$ cat src/rtl/mips32i_multicycle_ctrl.sv
// mips32i_multicycle_ctrl
//
// Multi-cycle control FSM for the MIPS32i core. Sequences fetch, decode,
// execute, memory and writeback over a single shared memory port. Only one
// instruction is in flight at a time.
//
// Ports:
//   clk        - system clock, rising edge
//   rst        - synchronous active-high reset
//   opcode     - IR[31:26] from the field decoder
//   funct      - IR[5:0] from the field decoder
//   alu_zero   - ALU result is zero
//   mem_ready  - memory completes the current request this cycle
//   mem_req    - memory request valid
//   mem_we     - 1 = write, 0 = read
//   iord       - memory address select: 0 = PC, 1 = ALUOut
//   ir_write   - load IR/MDR from memory read data
//   pc_write   - load PC
//   pc_src     - 0 ALU result, 1 ALUOut, 2 jump target, 3 rs
//   alu_src_a  - 0 PC, 1 rs, 2 shamt
//   alu_src_b  - 0 rt, 1 const 4, 2 sext imm, 3 sext imm<<2, 4 zext imm, 5 imm<<16
//   alu_op     - 0 ADD .. 10 SRA
//   reg_write  - register file write enable
//   reg_dst    - 0 rt, 1 rd, 2 $31
//   wb_src     - 0 ALUOut, 1 MDR, 2 PC
//   instr_done - pulse on an instruction's final cycle
//   illegal    - sticky unsupported opcode/funct flag
//   bus_error  - sticky memory timeout flag
//
// State      | meaning
// -----------+---------------------------------------------------------
// FETCH      | read instruction at PC, PC <= PC+4 on ready
// DECODE     | branch target into ALUOut, dispatch on opcode
// RTYPE_EX   | register-register ALU op, or jr
// RTYPE_WB   | write ALUOut to rd
// ITYPE_EX   | register-immediate ALU op
// ITYPE_WB   | write ALUOut to rt
// MEMADR     | effective address rs + sext imm
// MEMRD      | load data read, MDR latches on ready
// MEMWB      | write MDR to rt
// MEMWR      | store data write
// BRANCH     | compare rs/rt, conditionally load branch target
// JUMP       | j/jal target, jal links $31
// HALT       | stopped after illegal instruction or bus error

module mips32i_multicycle_ctrl #(
    parameter int MEM_WAIT_MAX = 16
) (
    input  logic       clk,
    input  logic       rst,
    input  logic [5:0] opcode,
    input  logic [5:0] funct,
    input  logic       alu_zero,
    input  logic       mem_ready,
    output logic       mem_req,
    output logic       mem_we,
    output logic       iord,
    output logic       ir_write,
    output logic       pc_write,
    output logic [1:0] pc_src,
    output logic [1:0] alu_src_a,
    output logic [2:0] alu_src_b,
    output logic [3:0] alu_op,
    output logic       reg_write,
    output logic [1:0] reg_dst,
    output logic [1:0] wb_src,
    output logic       instr_done,
    output logic       illegal,
    output logic       bus_error
);

    typedef enum logic [3:0] {
        S_FETCH, S_DECODE, S_RTYPE_EX, S_RTYPE_WB, S_ITYPE_EX, S_ITYPE_WB,
        S_MEMADR, S_MEMRD, S_MEMWB, S_MEMWR, S_BRANCH, S_JUMP, S_HALT
    } state_t;

    localparam logic [3:0] ALU_ADD  = 4'd0;
    localparam logic [3:0] ALU_SUB  = 4'd1;
    localparam logic [3:0] ALU_AND  = 4'd2;
    localparam logic [3:0] ALU_OR   = 4'd3;
    localparam logic [3:0] ALU_XOR  = 4'd4;
    localparam logic [3:0] ALU_NOR  = 4'd5;
    localparam logic [3:0] ALU_SLT  = 4'd6;
    localparam logic [3:0] ALU_SLTU = 4'd7;
    localparam logic [3:0] ALU_SLL  = 4'd8;
    localparam logic [3:0] ALU_SRL  = 4'd9;
    localparam logic [3:0] ALU_SRA  = 4'd10;

    localparam logic [5:0] OP_RTYPE = 6'h00;
    localparam logic [5:0] OP_J     = 6'h02;
    localparam logic [5:0] OP_JAL   = 6'h03;
    localparam logic [5:0] OP_BEQ   = 6'h04;
    localparam logic [5:0] OP_BNE   = 6'h05;
    localparam logic [5:0] OP_LW    = 6'h23;
    localparam logic [5:0] OP_SW    = 6'h2B;

    // Counter holds "wait cycles already spent" in the current memory state,
    // so it only needs to reach MEM_WAIT_MAX-1.
    localparam int CW = (MEM_WAIT_MAX > 1) ? $clog2(MEM_WAIT_MAX) : 1;
    localparam logic [CW-1:0] WAIT_LAST = CW'((MEM_WAIT_MAX > 0) ? MEM_WAIT_MAX - 1 : 0);

    state_t        state, state_nxt;
    logic [CW-1:0] wait_cnt;
    logic          illegal_q, bus_error_q;
    logic          set_illegal;
    logic          mem_state;
    logic          timeout;

    always_comb begin
        mem_state = (state == S_FETCH) || (state == S_MEMRD) || (state == S_MEMWR);
        // Timeout fires on the last allowed cycle only if ready is still low,
        // so a ready on that cycle completes normally.
        timeout   = (MEM_WAIT_MAX != 0) && mem_state && !mem_ready && (wait_cnt == WAIT_LAST);
    end

    always_ff @(posedge clk) begin
        if (rst) begin
            state       <= S_FETCH;
            wait_cnt    <= '0;
            illegal_q   <= 1'b0;
            bus_error_q <= 1'b0;
        end else begin
            state <= state_nxt;
            if (set_illegal) illegal_q   <= 1'b1;
            if (timeout)     bus_error_q <= 1'b1;
            if (!mem_state || state_nxt != state) begin
                wait_cnt <= '0;
            end else if (!mem_ready && MEM_WAIT_MAX != 0) begin
                wait_cnt <= wait_cnt + CW'(1);
            end
        end
    end

    always_comb begin
        state_nxt   = state;
        set_illegal = 1'b0;
        mem_req     = 1'b0;
        mem_we      = 1'b0;
        iord        = 1'b0;
        ir_write    = 1'b0;
        pc_write    = 1'b0;
        pc_src      = 2'd0;
        alu_src_a   = 2'd0;
        alu_src_b   = 3'd0;
        alu_op      = ALU_ADD;
        reg_write   = 1'b0;
        reg_dst     = 2'd0;
        wb_src      = 2'd0;
        instr_done  = 1'b0;

        unique case (state)
            S_FETCH: begin
                mem_req   = 1'b1;
                alu_src_b = 3'd1;
                if (mem_ready) begin
                    ir_write  = 1'b1;
                    pc_write  = 1'b1;
                    state_nxt = S_DECODE;
                end else if (timeout) begin
                    state_nxt = S_HALT;
                end
            end
            S_DECODE: begin
                alu_src_b = 3'd3;
                if (opcode == OP_RTYPE)                       state_nxt = S_RTYPE_EX;
                else if (opcode == OP_LW || opcode == OP_SW)  state_nxt = S_MEMADR;
                else if (opcode == OP_BEQ || opcode == OP_BNE) state_nxt = S_BRANCH;
                else if (opcode == OP_J || opcode == OP_JAL)  state_nxt = S_JUMP;
                else if (opcode[5:3] == 3'b001)               state_nxt = S_ITYPE_EX;
                else begin
                    state_nxt   = S_HALT;
                    set_illegal = 1'b1;
                end
            end
            S_RTYPE_EX: begin
                state_nxt = S_RTYPE_WB;
                alu_src_a = 2'd1;
                case (funct)
                    6'h20, 6'h21: alu_op = ALU_ADD;
                    6'h22, 6'h23: alu_op = ALU_SUB;
                    6'h24:        alu_op = ALU_AND;
                    6'h25:        alu_op = ALU_OR;
                    6'h26:        alu_op = ALU_XOR;
                    6'h27:        alu_op = ALU_NOR;
                    6'h2A:        alu_op = ALU_SLT;
                    6'h2B:        alu_op = ALU_SLTU;
                    6'h00: begin alu_src_a = 2'd2; alu_op = ALU_SLL; end
                    6'h02: begin alu_src_a = 2'd2; alu_op = ALU_SRL; end
                    6'h03: begin alu_src_a = 2'd2; alu_op = ALU_SRA; end
                    6'h08: begin
                        alu_src_a  = 2'd0;
                        pc_write   = 1'b1;
                        pc_src     = 2'd3;
                        instr_done = 1'b1;
                        state_nxt  = S_FETCH;
                    end
                    default: begin
                        alu_src_a   = 2'd0;
                        state_nxt   = S_HALT;
                        set_illegal = 1'b1;
                    end
                endcase
            end
            S_RTYPE_WB: begin
                reg_write  = 1'b1;
                reg_dst    = 2'd1;
                instr_done = 1'b1;
                state_nxt  = S_FETCH;
            end
            S_ITYPE_EX: begin
                alu_src_a = 2'd1;
                state_nxt = S_ITYPE_WB;
                // Decode only reaches here for 0x08-0x0F, so opcode[2:0] selects.
                case (opcode[2:0])
                    3'd0, 3'd1: begin alu_src_b = 3'd2; alu_op = ALU_ADD;  end
                    3'd2:       begin alu_src_b = 3'd2; alu_op = ALU_SLT;  end
                    3'd3:       begin alu_src_b = 3'd2; alu_op = ALU_SLTU; end
                    3'd4:       begin alu_src_b = 3'd4; alu_op = ALU_AND;  end
                    3'd5:       begin alu_src_b = 3'd4; alu_op = ALU_OR;   end
                    3'd6:       begin alu_src_b = 3'd4; alu_op = ALU_XOR;  end
                    default:    begin alu_src_b = 3'd5; alu_op = ALU_OR;   end
                endcase
            end
            S_ITYPE_WB: begin
                reg_write  = 1'b1;
                instr_done = 1'b1;
                state_nxt  = S_FETCH;
            end
            S_MEMADR: begin
                alu_src_a = 2'd1;
                alu_src_b = 3'd2;
                state_nxt = (opcode == OP_SW) ? S_MEMWR : S_MEMRD;
            end
            S_MEMRD: begin
                mem_req = 1'b1;
                iord    = 1'b1;
                if (mem_ready)    state_nxt = S_MEMWB;
                else if (timeout) state_nxt = S_HALT;
            end
            S_MEMWB: begin
                reg_write  = 1'b1;
                wb_src     = 2'd1;
                instr_done = 1'b1;
                state_nxt  = S_FETCH;
            end
            S_MEMWR: begin
                mem_req = 1'b1;
                mem_we  = 1'b1;
                iord    = 1'b1;
                if (mem_ready) begin
                    instr_done = 1'b1;
                    state_nxt  = S_FETCH;
                end else if (timeout) begin
                    state_nxt = S_HALT;
                end
            end
            S_BRANCH: begin
                alu_src_a  = 2'd1;
                alu_op     = ALU_SUB;
                pc_src     = 2'd1;
                pc_write   = (opcode == OP_BNE) ? !alu_zero : alu_zero;
                instr_done = 1'b1;
                state_nxt  = S_FETCH;
            end
            S_JUMP: begin
                pc_write   = 1'b1;
                pc_src     = 2'd2;
                instr_done = 1'b1;
                state_nxt  = S_FETCH;
                if (opcode == OP_JAL) begin
                    reg_write = 1'b1;
                    reg_dst   = 2'd2;
                    wb_src    = 2'd2;
                end
            end
            S_HALT: begin
                state_nxt = S_HALT;
            end
            default: begin
                state_nxt = S_FETCH;
            end
        endcase

        // Reset cycle: nothing may be written or requested.
        if (rst) begin
            mem_req    = 1'b0;
            mem_we     = 1'b0;
            iord       = 1'b0;
            ir_write   = 1'b0;
            pc_write   = 1'b0;
            pc_src     = 2'd0;
            alu_src_a  = 2'd0;
            alu_src_b  = 3'd0;
            alu_op     = ALU_ADD;
            reg_write  = 1'b0;
            reg_dst    = 2'd0;
            wb_src     = 2'd0;
            instr_done = 1'b0;
        end
    end

    assign illegal   = illegal_q & ~rst;
    assign bus_error = bus_error_q & ~rst;

endmodule

$ cat config.mk
export PLATFORM = sky130hd
export DESIGN_NAME = mips32i_multicycle_ctrl
export DESIGN_NICKNAME = d
export VERILOG_FILES = /design/src/rtl/mips32i_multicycle_ctrl.sv
export SDC_FILE = /design/constraint.sdc
export NUM_CORES = 1
export LEC_CHECK = 0
export ABC_AREA = 0
export BUFFER_PORTS_ARGS = -buffer_cell sky130_fd_sc_hd__clkbuf_2
export CORE_MARGIN = 5
export CORE_UTILIZATION = 30
export CTS_CLUSTER_SIZE = 40
export DETAILED_ROUTE_END_ITERATION = 7
export SLEW_MARGIN = 40
export SYNTH_ARGS = -nofsm -noshare
export SYNTH_HDL_FRONTEND = slang
export SYNTH_SLANG_ARGS = --single-unit
$ cat constraint.sdc
create_clock -name clk -period 5.8 [get_ports clk]
set_input_delay 1.45 -clock clk [delete_from_list [all_inputs] [get_ports clk]]
set_output_delay 1.45 -clock clk [all_outputs]
set_load 0.03 [all_outputs]
==> impl_metrics.toml, run 1 <==
[global_routing]
met3_usage_pct = 1.491
grt_max_degree = 37
antenna_found_initial = 0
grt_overflow_total = 0
grt_pass1_vias = 1497
grt_pass1_wl_um = 6824
busiest_layer = "met2"
grt.total_usage_pct = 13.38
grt_use_met1_pct = 16.71
met2_usage_pct = 23.51

[sta]
finalHoldViolCount = 0
rsz0062_at_grt = "no"
skew_ns = 0.001769
setup_viol_count_final = 0
finalCriticalPeriod_ns = 4.554
fin_setup_tns_ns = 0
clock.fmax_ghz = 0.2196
hold_ws_ns = 0.4670
period_share_pct = 78.52
finalMaxSlewViolations = 0
relSlewSlack_pct = 48.64
worst_slack_ns = 1.246
worst_pin_slew_ns = 0.7693

[cts]
clock_latency_ns = 0.23
root_buffer = "clkbuf_8"
numCtsBuffers = 3
htreeDepth = 1
postCtsHoldBufs = 0
cts_tree = "yes"
clk_pin_slew_ns = 0.04
postCtsSetupBuffers = 0
numClockSinks = 10
clk_path_buf_depth = 2
cts_resized = 0

[placement]
hpwl_um = 3068
gp_congestion = 0.8074
port_buffers = 39
place_ws_ns = 1.246
post-place-cells = 282

[flow_run]
maxCapViolations = 0

[min_path]
hold_path_end = "bus_error_q"
min_from = "bus_error_q"
hold_depth = 2
hold_path_class = "flop to flop"

[floorplan]
io_pins = 40
die_area_sq_um = 6186
rows = 25
die_y_um = 78.65
start_util_pct = 30.34
die_x_um = 78.65
core_sq_um = 4661

[setup_path]
path_max_fanout = 6
cp_slowest_cell = "or3b_2"
crit_required_ns = 4.35
regToRegEndpoint = "wait_cnt[0]"
reg2reg_depth = 5
start_kind = "input pin"
critPathMostFrequentCell = "clkbuf_2"
crit_path_end_kind = "output pin"
cpPeakStageDelay_ns = 0.49
arrival_ns = 3.10
path_cells = "clkbuf_2, nor3_2, or3b_2, xnor2_1, a22oi_1, a21oi_1, clkbuf_2"
worstSetupPathType = "input pin to output pin"
reg2reg_from = "state[1]"
r2r_setup_slack_ns = 3.53

[synthesis]
async_reset_ff_share_pct = 0
synthAdderAreaFrac_pct = 0.8850
synth.cell_area_sq_um = 1414
synth_top_family_by_area = "simple AND/OR/NAND/NOR gates"
synth_edf_count = 0
muxShareOfSynthArea_pct = 1.504
yosys_warnings = 0
yosys.area.top_type_share_pct = 14.16
netlist.top_cell.by_area = "dfxtp_1"
synthTopCellsByArea = "dfxtp_1 14%, nor2_1 6.4%, nand2_1 6.1%, a21oi_1 5.7%, nand2b_1 4.0%"
syn_nets = 222
postSynthAreaPerCell_sq_um = 6.897
synth_xor_area_share_pct = 3.717
syn_inst = 205
ys_types = 56
synth_compound_area_share_pct = 27.26
ys.flop_type = "dfxtp_1"
ys_ff_latch = 10
ys_seq_area_share_pct = 14.16
synth_simple_gate_area_share_pct = 44.96

[drt]
routed_wl_um = 4056
vias = 1584
drc = 0
antenna_left = 0
wl_per_cell_um = 14.23
firstDrtPassIters = 4
via_per_inst = 5.558
drt-initial-drc-count = 197

[final_layout]
multi_input_area_sq_um = 1107
final_nets = 250
diodes = 0
fillers = 508
ff_latch_area_sq_um = 200.2
layout-drive-gt1-share_pct = 24.24
syn2layout_area_growth_pct = 15.58
fin_cells = 285

[power]
power.density_nw_per_um2 = 164.1
peakVddDrop_mv = 0.06666
finalPower_mw = 0.2681
leakagePower_nw = 0.6353

[run_status]
status = "completed"
registers in the layout, indices dropped and copies added (netlist names):
| register | cells |
|---|---|
| state | 4 |
| wait_cnt | 4 |
| illegal_q | 1 |
| bus_error_q | 1 |
synth_stat cells, types with 3 or more instances:
cell type	instances
a211oi_1	5
a21o_1	3
a21oi_1	16
a22oi_1	3
a31oi_1	5
buf_2	7
buf_4	5
clkbuf_1	4
dfxtp_1	10
inv_1	4
nand2_1	23
nand2b_1	9
nand3_1	6
nand4_1	3
nor2_1	24
nor2b_1	8
nor3_1	9
nor3b_1	3
nor4_1	3
o21ai_0	8
xor2_1	4
how the worst max path moves through the flow:
stage	slack, ns	from	end
after global placement	1.23	opcode[3]	pc_write
final	1.25	opcode[3]	pc_write
after floorplan	1.28	funct[0]	pc_src[0]
after global routing	1.12	opcode[3]	pc_write
after CTS	1.24	opcode[3]	pc_write
after detailed placement	1.25	opcode[3]	pc_write
routing by layer:
layer / vias to the layer above / wire length [um]
li1: 815 / -
met1: 737 / 1819
met2: 28 / 2032
met3: 4 / 166
met4: 0 / 39
met5: - / 0
cells in the final DEF, fill, tap and decap left out, types with 3 or more instances in the layout:
cell type	Yosys	layout
clkbuf_2	0	39
nor4_1	3	3
nor3b_1	3	3
a31oi_1	5	5
xor2_1	4	4
nand4_1	3	3
a22oi_1	3	3
clkbuf_8	0	3
nor2_1	24	24
inv_1	4	4
nand2_1	23	23
nor2b_1	8	8
nand3_1	6	6
a211oi_1	5	5
nor3_1	9	9
a21oi_1	16	16
dfxtp_1	10	10
nand2b_1	9	9
o21ai_0	8	8
a21o_1	3	3
per-stage QoR:
stage                     cell area (sq um)  util (%)
after floorplan                        1414         -
after global placement                 1593     34.17
after detailed placement               1593     34.17
after CTS                              1634     35.06
after global routing                   1634     35.06
final                                  1634     35.06
logic make-up after synthesis:
group / Yosys count
compound gates: 56
buf+inv: 21
xor+xnor: 6
flops: 10
mux: 2
fa+ha+maj: 1
simple gates: 109
power breakdown:
group          leakage, nW  internal [mW]  switching, mW
Sequential          0.0813         0.0731         0.0104
Combinational        0.532         0.0447         0.0716
Clock               0.0216         0.0451         0.0232
area by class of cell:
| class | count | share of cell area, % |
|---|---|---|
| Multi-Input combinational cell | 174 | 67.76 |
| Timing Repair Buffer | 40 | 12.40 |
| Inverter | 4 | 0.9188 |
| Tap cell | 54 | 4.135 |
| Sequential cell | 10 | 12.25 |
| Clock buffer | 3 | 2.527 |
critical path: cells and delay by family:
family,cells,cell delay [ns]
simple gates,2,0.83
buf+inv,2,0.35
compound gates,2,0.30
xor+xnor,1,0.18
(Power assumes the default switching activity.)
==> inputs of run 2 (changes only) <==
Settings changed: ABC_AREA 0 to 1.
Clock period 5.8 ns to 4.55 ns, I/O delays scaled along.
==> run 2 against run 1 <==
Via count is 4.4% lower. Clock power is 30% higher. First-iteration DRC count is 65% lower. Core utilization is 3.2 points higher. Critical path depth is 1 lower. Flip-flop and latch count stayed put. Synthesized cell count is 4.9% higher. Area after synthesis is 8.9% lower. Total power is 98% higher. Wire length is 12% lower. Die area is 7.8% lower. Clock skew is 0.0041 ns higher. Critical endpoint is now reg_write. Highest routed layer unchanged.
==> impl_metrics.toml, run 2 <==
[run_status]
status = "completed"

[final_layout]
ff_latch_area_sq_um = 200.2
final_nets = 271
syn2layout_area_growth_pct = 21.28
layout-drive-gt1-share_pct = 32.14
multi_input_area_sq_um = 923.4
top_regs = "state x4, wait_cnt x4"
final_cell_mix = "39 x clkbuf_2, 37 x nand2_1, 32 x nor2_1, 27 x inv_1"
diodes = 0
fillers = 490
layout_commonest_cell = "clkbuf_2"

[cts]
htreeDepth = 1
cts_resized = 0
clk_pin_slew_ns = 0.05
numClockSinks = 10
numCtsBuffers = 3
postCtsSetupBuffers = 0
clock_latency_ns = 0.23
clk_path_buf_depth = 2
postCtsHoldBufs = 0
cts_tree = "yes"
root_buffer = "clkbuf_8"

[global_routing]
grt_pass1_wl_um = 6182
grt_pass1_vias = 1309
grt.total_usage_pct = 13.74
grt_overflow_total = 0
grt_max_degree = 24
antenna_found_initial = 0

[power]
leakagePower_nw = 0.7915
power.density_nw_per_um2 = 339.8
peakVddDrop_mv = 0.2420

[sta]
finalHoldViolCount = 0
finalCriticalPeriod_ns = 3.450
finalMaxSlewViolations = 0
skew_ns = 0.005859
worst_pin_slew_ns = 0.4482
period_share_pct = 75.82
fin_setup_tns_ns = 0
setup_viol_count_final = 0
clock.fmax_ghz = 0.2899
rsz0062_at_grt = "no"
worst_slack_ns = 1.100
hold_ws_ns = 0.4539
relSlewSlack_pct = 69.85

[synthesis]
yosys_warnings = 0
muxShareOfSynthArea_pct = 0.7775
async_reset_ff_share_pct = 0
yosys.area.top_type_share_pct = 15.55
postSynthAreaPerCell_sq_um = 5.988
syn_nets = 232
synth_top_family_by_area = "simple AND/OR/NAND/NOR gates"
ys.flop_type = "dfxtp_1"
synth.cell_area_sq_um = 1287
ys_ff_latch = 10
synth_edf_count = 0
synthAdderAreaFrac_pct = 0.9718
ys_types = 35
synth.most_common_cell = "nand2_1"
synth_compound_area_share_pct = 17.30
netlist_top_cells_count = "37 x nand2_1, 32 x nor2_1, 27 x inv_1"
ys_seq_area_share_pct = 15.55
synth_simple_gate_area_share_pct = 50.63
synth_xor_area_share_pct = 2.041
synthTopCellsByArea = "dfxtp_1 16%, nand2_1 11%, nor2_1 9.3%, inv_1 7.9%, nand3_2 5.4%"
netlist.top_cell.by_area = "dfxtp_1"
syn_inst = 215

[setup_path]
crit_required_ns = 3.41
start_kind = "input pin"
path_max_fanout = 7
crit_path_end_kind = "output pin"
worstSetupPathType = "input pin to output pin"
arrival_ns = 2.31

[drt]
wl_per_cell_um = 11.87
drt-initial-drc-count = 68
routed_wl_um = 3585
vias = 1515
antenna_left = 0
drc = 0
firstDrtPassIters = 5
via_per_inst = 5.017

[floorplan]
rows = 23
core_sq_um = 4086
die_y_um = 75.51
io_pins = 40
die_x_um = 75.51
start_util_pct = 31.51
die_area_sq_um = 5702

[placement]
port_buffers = 39
gp_congestion = 0.8303
hpwl_um = 3057
place_ws_ns = 1.090

[min_path]
hold_path_class = "flop to flop"

[flow_run]
maxCapViolations = 0
==> run 2: logic make-up (layout without fill, tap and decap cells) <==
| family | count (synthesis) | after routing |
|---|---|---|
| AND/OR/NAND/NOR | 126 | 126 |
| buffers and inverters | 41 | 78 |
| AO/OA/AOI/OAI | 33 | 33 |
| multiplexers | 1 | 1 |
| XOR/XNOR | 3 | 3 |
| flip-flops | 10 | 10 |
| adder cells (fa/ha/maj) | 1 | 1 |
==> run 2: where the power goes <==
part	total [mW]	switching (mW)	internal [mW]
clock network	0.0889	0.0313	0.0576
logic	0.322	0.221	0.101
registers	0.120	0.0184	0.101
total	0.531	0.271	0.260
==> run 2: metrics by stage <==
| step | area, sq um | power [mW] | std cells | utilization [%] |
|---|---|---|---|---|
| floorplan | 1287 | 0.3678 | 215 | - |
| global placement | 1520 | 0.4451 | 299 | 37.20 |
| detailed placement | 1520 | 0.4453 | 299 | 37.20 |
| CTS | 1562 | 0.5380 | 302 | 38.21 |
| global route | 1562 | 0.5795 | 302 | 38.21 |
| finish | 1562 | 0.5307 | 302 | 38.21 |
==> run 2: layout make-up <==
cell class | instances | share of cell area (%)
Timing Repair Buffer | 40 | 12.98
Sequential cell | 10 | 12.82
Tap cell | 50 | 4.006
Multi-Input combinational cell | 164 | 59.13
Inverter | 35 | 8.413
Clock buffer | 3 | 2.644
==> run 2: critical path, cell delays in order <==
cell,delay [ns]
clkbuf_2,0.14
nor2_1,0.19
nand3_2,0.14
nor4_1,0.37
a21o_1,0.13
clkbuf_2,0.19
==> run 2: routing by layer <==
layer  GRT usage (%)  share of wire [%]
met5               0                  0
met4           2.330               0.86
met3           2.639                6.4
met2           19.56                 42
met1           21.39                 51
==> run 2: path summary, 6_finish.rpt <==
| kind | start | endpoint | slack (ns) | depth (start not counted) |
|---|---|---|---|---|
| hold reg to reg | bus_error_q | bus_error_q | 0.45 | 2 |
| setup / recovery | opcode[2] | reg_write | 1.10 | 6 |
| hold / removal | bus_error_q | bus_error_q | 0.45 | 2 |
| setup reg to reg | state[1] | wait_cnt[1] | 2.79 | 10 |
